$ cat src/rtl/bcd_disp_scan.sv
// Three-digit multiplexed 7-segment scanner for a BCD counter.
// Digits are captured once per frame so one frame never mixes old and
// new counts. Each slot opens with a short all-anodes-off guard
// interval. Leading zeros can be blanked, and non-BCD codes show a dash.
module bcd_disp_scan #(
  parameter int unsigned CLK_DIV        = 50000,
  parameter int unsigned GUARD          = 2,
  parameter int unsigned BLANK_LZ       = 1,
  parameter int unsigned SEG_ACTIVE_LOW = 1,
  parameter int unsigned AN_ACTIVE_LOW  = 1
) (
  input  logic       clk,
  input  logic       rst,
  input  logic       en,
  input  logic [3:0] u,
  input  logic [3:0] d,
  input  logic [3:0] c,
  output logic [6:0] seg,
  output logic [2:0] an,
  output logic       frm
);

  localparam int unsigned CW = (CLK_DIV > 1) ? $clog2(CLK_DIV) : 1;
  localparam logic [CW-1:0] CNT_MAX = CW'(CLK_DIV - 1);
  localparam logic [CW-1:0] GUARD_C = CW'(GUARD);
  localparam logic [2:0]    AN_OFF  = (AN_ACTIVE_LOW != 0) ? 3'b111 : 3'b000;
  localparam logic [6:0]    SEG_OFF = (SEG_ACTIVE_LOW != 0) ? 7'h7F : 7'h00;

  typedef enum logic [1:0] {
    SEL_U = 2'd0,
    SEL_D = 2'd1,
    SEL_C = 2'd2
  } sel_e;

  logic [CW-1:0] cnt_q, cnt_d;
  sel_e          sel_q, sel_d;
  logic [3:0]    su_q, su_d;
  logic [3:0]    sd_q, sd_d;
  logic [3:0]    sc_q, sc_d;
  logic [6:0]    seg_q, seg_d;
  logic [2:0]    an_q, an_d;
  logic          frm_q, frm_d;

  logic          tick;
  logic [3:0]    digit;
  logic          blank;
  logic [2:0]    an_one;
  logic [2:0]    an_act;
  logic [6:0]    seg_act;
  logic          guard_ok;

  // Active-high {g,f,e,d,c,b,a} pattern; anything above 9 becomes a dash.
  function automatic logic [6:0] seg_decode(input logic [3:0] v);
    logic [6:0] p;
    case (v)
      4'd0:    p = 7'h3F;
      4'd1:    p = 7'h06;
      4'd2:    p = 7'h5B;
      4'd3:    p = 7'h4F;
      4'd4:    p = 7'h66;
      4'd5:    p = 7'h6D;
      4'd6:    p = 7'h7D;
      4'd7:    p = 7'h07;
      4'd8:    p = 7'h7F;
      4'd9:    p = 7'h6F;
      default: p = 7'h40;
    endcase
    return p;
  endfunction

  // Prescaler, slot advance, frame snapshot and frame pulse.
  always_comb begin
    tick  = en && (cnt_q == CNT_MAX);
    cnt_d = cnt_q;
    sel_d = sel_q;
    su_d  = su_q;
    sd_d  = sd_q;
    sc_d  = sc_q;
    frm_d = 1'b0;
    if (en) begin
      cnt_d = (cnt_q == CNT_MAX) ? '0 : cnt_q + 1'b1;
    end
    if (tick) begin
      case (sel_q)
        SEL_D:   sel_d = SEL_C;
        SEL_C:   sel_d = SEL_U;
        default: sel_d = SEL_D;
      endcase
      if (sel_q == SEL_C) begin
        su_d  = u;
        sd_d  = d;
        sc_d  = c;
        frm_d = 1'b1;
      end
    end
  end

  // Digit select, guard, blanking and polarity for the registered outputs.
  always_comb begin
    case (sel_q)
      SEL_D: begin
        digit  = sd_q;
        blank  = (BLANK_LZ != 0) && (sc_q == 4'd0) && (sd_q == 4'd0);
        an_one = 3'b010;
      end
      SEL_C: begin
        digit  = sc_q;
        blank  = (BLANK_LZ != 0) && (sc_q == 4'd0);
        an_one = 3'b100;
      end
      default: begin
        digit  = su_q;
        blank  = 1'b0;
        an_one = 3'b001;
      end
    endcase
    guard_ok = (GUARD == 0) || (cnt_q >= GUARD_C);
    an_act   = (en && guard_ok) ? an_one : '0;
    seg_act  = (en && !blank) ? seg_decode(digit) : '0;
    an_d     = (AN_ACTIVE_LOW != 0) ? ~an_act : an_act;
    seg_d    = (SEG_ACTIVE_LOW != 0) ? ~seg_act : seg_act;
  end

  // State and output registers, asynchronously cleared by rst low.
  always_ff @(posedge clk or negedge rst) begin
    if (!rst) begin
      cnt_q <= '0;
      sel_q <= SEL_U;
      su_q  <= '0;
      sd_q  <= '0;
      sc_q  <= '0;
      seg_q <= SEG_OFF;
      an_q  <= AN_OFF;
      frm_q <= 1'b0;
    end else begin
      cnt_q <= cnt_d;
      sel_q <= sel_d;
      su_q  <= su_d;
      sd_q  <= sd_d;
      sc_q  <= sc_d;
      seg_q <= seg_d;
      an_q  <= an_d;
      frm_q <= frm_d;
    end
  end

  assign seg = seg_q;
  assign an  = an_q;
  assign frm = frm_q;

endmodule

$ cat config.mk
export PLATFORM = sky130hd
export DESIGN_NAME = bcd_disp_scan
export DESIGN_NICKNAME = d
export VERILOG_FILES = /design/src/rtl/bcd_disp_scan.sv
export SDC_FILE = /design/constraint.sdc
export NUM_CORES = 1
export LEC_CHECK = 0
export CAP_MARGIN = 10
export CORE_MARGIN = 8
export CORE_UTILIZATION = 45
export CTS_BUF_LIST = sky130_fd_sc_hd__clkbuf_4 sky130_fd_sc_hd__clkbuf_8
export CTS_CLUSTER_SIZE = 20
export DETAILED_ROUTE_END_ITERATION = 7
export GPL_TIMING_DRIVEN = 1
export PLACE_DENSITY = 0.74
export SLEW_MARGIN = 0
export SYNTH_ARGS = -nofsm -noshare
export SYNTH_HDL_FRONTEND = slang
export SYNTH_SLANG_ARGS = --single-unit
$ cat constraint.sdc
create_clock -name clk -period 2.8 [get_ports clk]
set_input_delay 0.42 -clock clk [delete_from_list [all_inputs] [get_ports clk]]
set_output_delay 0.42 -clock clk [all_outputs]
set_load 0.1 [all_outputs]
==> impl_metrics.yaml <==
synthesis:
  yosysWarnings: 0
  synthXorXnorAreaFrac_pct: 3.76
  avgSynthCellArea_um2: 11.1
  synth_top_area_share_pct: 37.0
  synth_cell_types: 43
  synth_top_family_by_area: "simple AND/OR/NAND/NOR gates"
  synth.cell_area_um2: 2090
  yosys.area.top_type: "dfrtp_1"
  ys_seq_elements: 41
  syn_inst: 188
  synthAdderAreaFrac_pct: 5.38
  synth_mux_area_share_pct: 9.98
  yosys.area_share.simple_pct: 17.6
  synth_area_leaders: "dfrtp_1 37%, dfstp_2 13%, mux2_4 6.5%, ha_1 5.4%, o21ai_0 3.6%"
  syn_nets: 212
  synth_compound_area_share_pct: 9.92
  yosysSeqAreaShare_pct: 49.6
timing:
  worst_slew_pin_slew_ns: 0.870
  period_minus_slack_ns: 2.19
  slew_headroom_pct: 42.0
  tns_ns: 0
  setup_viol_count_final: 0
  slew_viol_final: 0
  setup_ws_ns: 0.614
  finClkSkew_ns: 0.00543
  hold_viol_final: 0
  max_freq_mhz: 457
  min_period_over_period_pct: 78.1
  rsz0062_at_grt: "false"
floorplanning:
  die_w_um: 84.2
  fp-row-count: 25
  start_util_pct: 45.6
  pin_count: 26
  dieArea_um2: 7090
  die_h_um: 84.2
  core_um2: 4600
cts:
  worst_setup_hold_path_clk_slew_ns: 0.08
  clockBufferDepth: 2
  cts_resized: 0
  cts_buffers: 5
  cts_tree: "built"
  cts_num_sinks: 41
  insertion_delay_ns: 0.29
  ctsHoldBuffers: 0
  cts-root-buf: "clkbuf_8"
  htreeDepth: 2
  post-cts-setup-buffer-count: 0
pwr:
  p_per_area_nw_per_um2: 519
  vdd_ir_drop_max_mv: 0.286
  power.total_uw: 1260
  p_leak_uw: 0.00111
grt:
  antenna_found_initial: 0
  gr-total-overflow: 0
  grt_start_max_net_pins: 42
  grt.total_usage_pct: 12.0
  grt_pass1_vias: 1501
  grt_pass1_wl_mm: 7.06
routing:
  wl_per_cell_um: 14.7
  dr.pass1.iters: 4
  dr.first_iter.drc_count: 43
  drc: 0
  viasPerCell: 5.42
  vias: 1468
  antenna_left: 0
  wirelength_mm: 3.98
worst_setup_path:
  start_kind: "flop"
  path_class: "flop to flop"
  cp_data_required_time_ns: 3.01
  endpoint_kind: "flop"
  worstPathArrival_ns: 2.40
  crit_fanout: 11
placement:
  hpwl_mm: 2.96
  dp_cells: 263
  port_buffers: 25
  place_ws_ns: 0.643
  place.gp.congestion: 0.817
worst_hold_path:
  hold_path.class: "input port to asynchronous set/reset pin"
cells_and_area:
  final_core_util_pct: 52.9
  layout-drive-gt1-share_pct: 22.1
  syn2layout_area_growth_pct: 16.1
  finalNonFillerCells: 271
  diodes: 0
  layout.nets: 240
status:
  status: "finished clean"
run:
  maxCapViolCount: 0
## area by class of cell
type                            instances  area (um^2)
Tap cell                               54         67.6
Multi-Input combinational cell        133          977
Fill cell                             418         2170
Inverter                                8         30.0
Clock buffer                            6         76.3
Timing Repair Buffer                   27          233
Clock inverter                          2         10.0
Sequential cell                        41         1040
## layout by cell type, fill, tap and decap left out, types with 8 or more instances in the layout
cell	n
buf_4	13
clkdlybuf4s50_1	13
dfrtp_1	31
dfstp_2	10
ha_1	9
inv_1	8
mux2_4	9
nand2_1	16
nand3_1	9
nor2_1	9
o21ai_0	15
## worst max-delay path, stage by stage (launching register included)
cell and delay, ns:
dfrtp_1 0.37, inv_1 0.06, ha_1 0.42, o21ai_0 0.45, inv_1 0.17, ha_1 0.22
nor3_1 0.18, a211oi_1 0.06, o21bai_1 0.18
## cell families after synthesis
| kind of cell | after synthesis |
|---|---|
| simple gates | 67 |
| buf+inv | 14 |
| fa+ha+maj | 9 |
| flops | 41 |
| mux | 16 |
| xor+xnor | 9 |
| compound gates | 32 |
## synthesized netlist by cell type, drive strengths merged
cell    number
a221oi       1
a22oi        2
clkbuf       3
nand2b       3
o221ai       1
or3          1
a21oi        2
nor4         3
o31ai        2
ha           9
nand4        3
nand2       16
o211ai       2
nand3        9
nor2         9
nor2b        1
dfrtp       31
or2          2
mux2        12
nor3b        1
and4         3
xnor2        5
and2         4
and3         6
a221o        2
buf          3
mux2i        4
o21ai       15
inv          8
o21bai       2
xor2         4
a211oi       1
a31oi        1
nand3b       1
nor3         3
or4          2
o221a        1
dfstp       10
## registers in the layout (all words and copies together) (netlist names)
| register | cells |
|---|---|
| su_q | 4 |
| sc_q | 4 |
| cnt_q | 16 |
| sd_q | 4 |
| seg | 7 |
| an | 3 |
| frm | 1 |
| sel_q | 2 |
## per-layer routing
layer	global-route usage (%)	vias to the layer above	part of all wire, %	wire, um
li1	-	726	-	-
met1	15.9	708	51	2030
met2	17.7	30	43	1720
met3	2.52	4	3.9	156
met4	6.28	0	1.9	75
met5	0	-	0	0
## metrics by stage
stage / cell area [um^2] / hold WS, ns
global placement: 2350 / 0.485
CTS: 2430 / 0.279
detailed placement: 2350 / 0.481
global route: 2430 / 0.320
floorplan: 2090 / 0.124
finish: 2430 / 0.239
## power breakdown
part / switching [uW] / internal [uW] / total (uW) / leakage (uW)
combinational: 110 / 77.3 / 187 / 0.000558
clock: 190 / 182 / 373 / 0.0000484
sequential: 67.3 / 636 / 703 / 0.000503
## final timing paths
check	endpoint	from	slack, ns	cells past startpoint
max in group asynchronous	cnt_q[7]	rst	2.01	1
min in group clk	cnt_q[15]	cnt_q[15]	0.49	1
max reg2reg	seg[4]	sel_q[0]	0.61	8
min	su_q[1]	rst	0.24	1
min reg2reg	cnt_q[15]	cnt_q[15]	0.49	1
max	seg[4]	sel_q[0]	0.61	8
No activity file was read; power rests on OpenSTA's default activity.
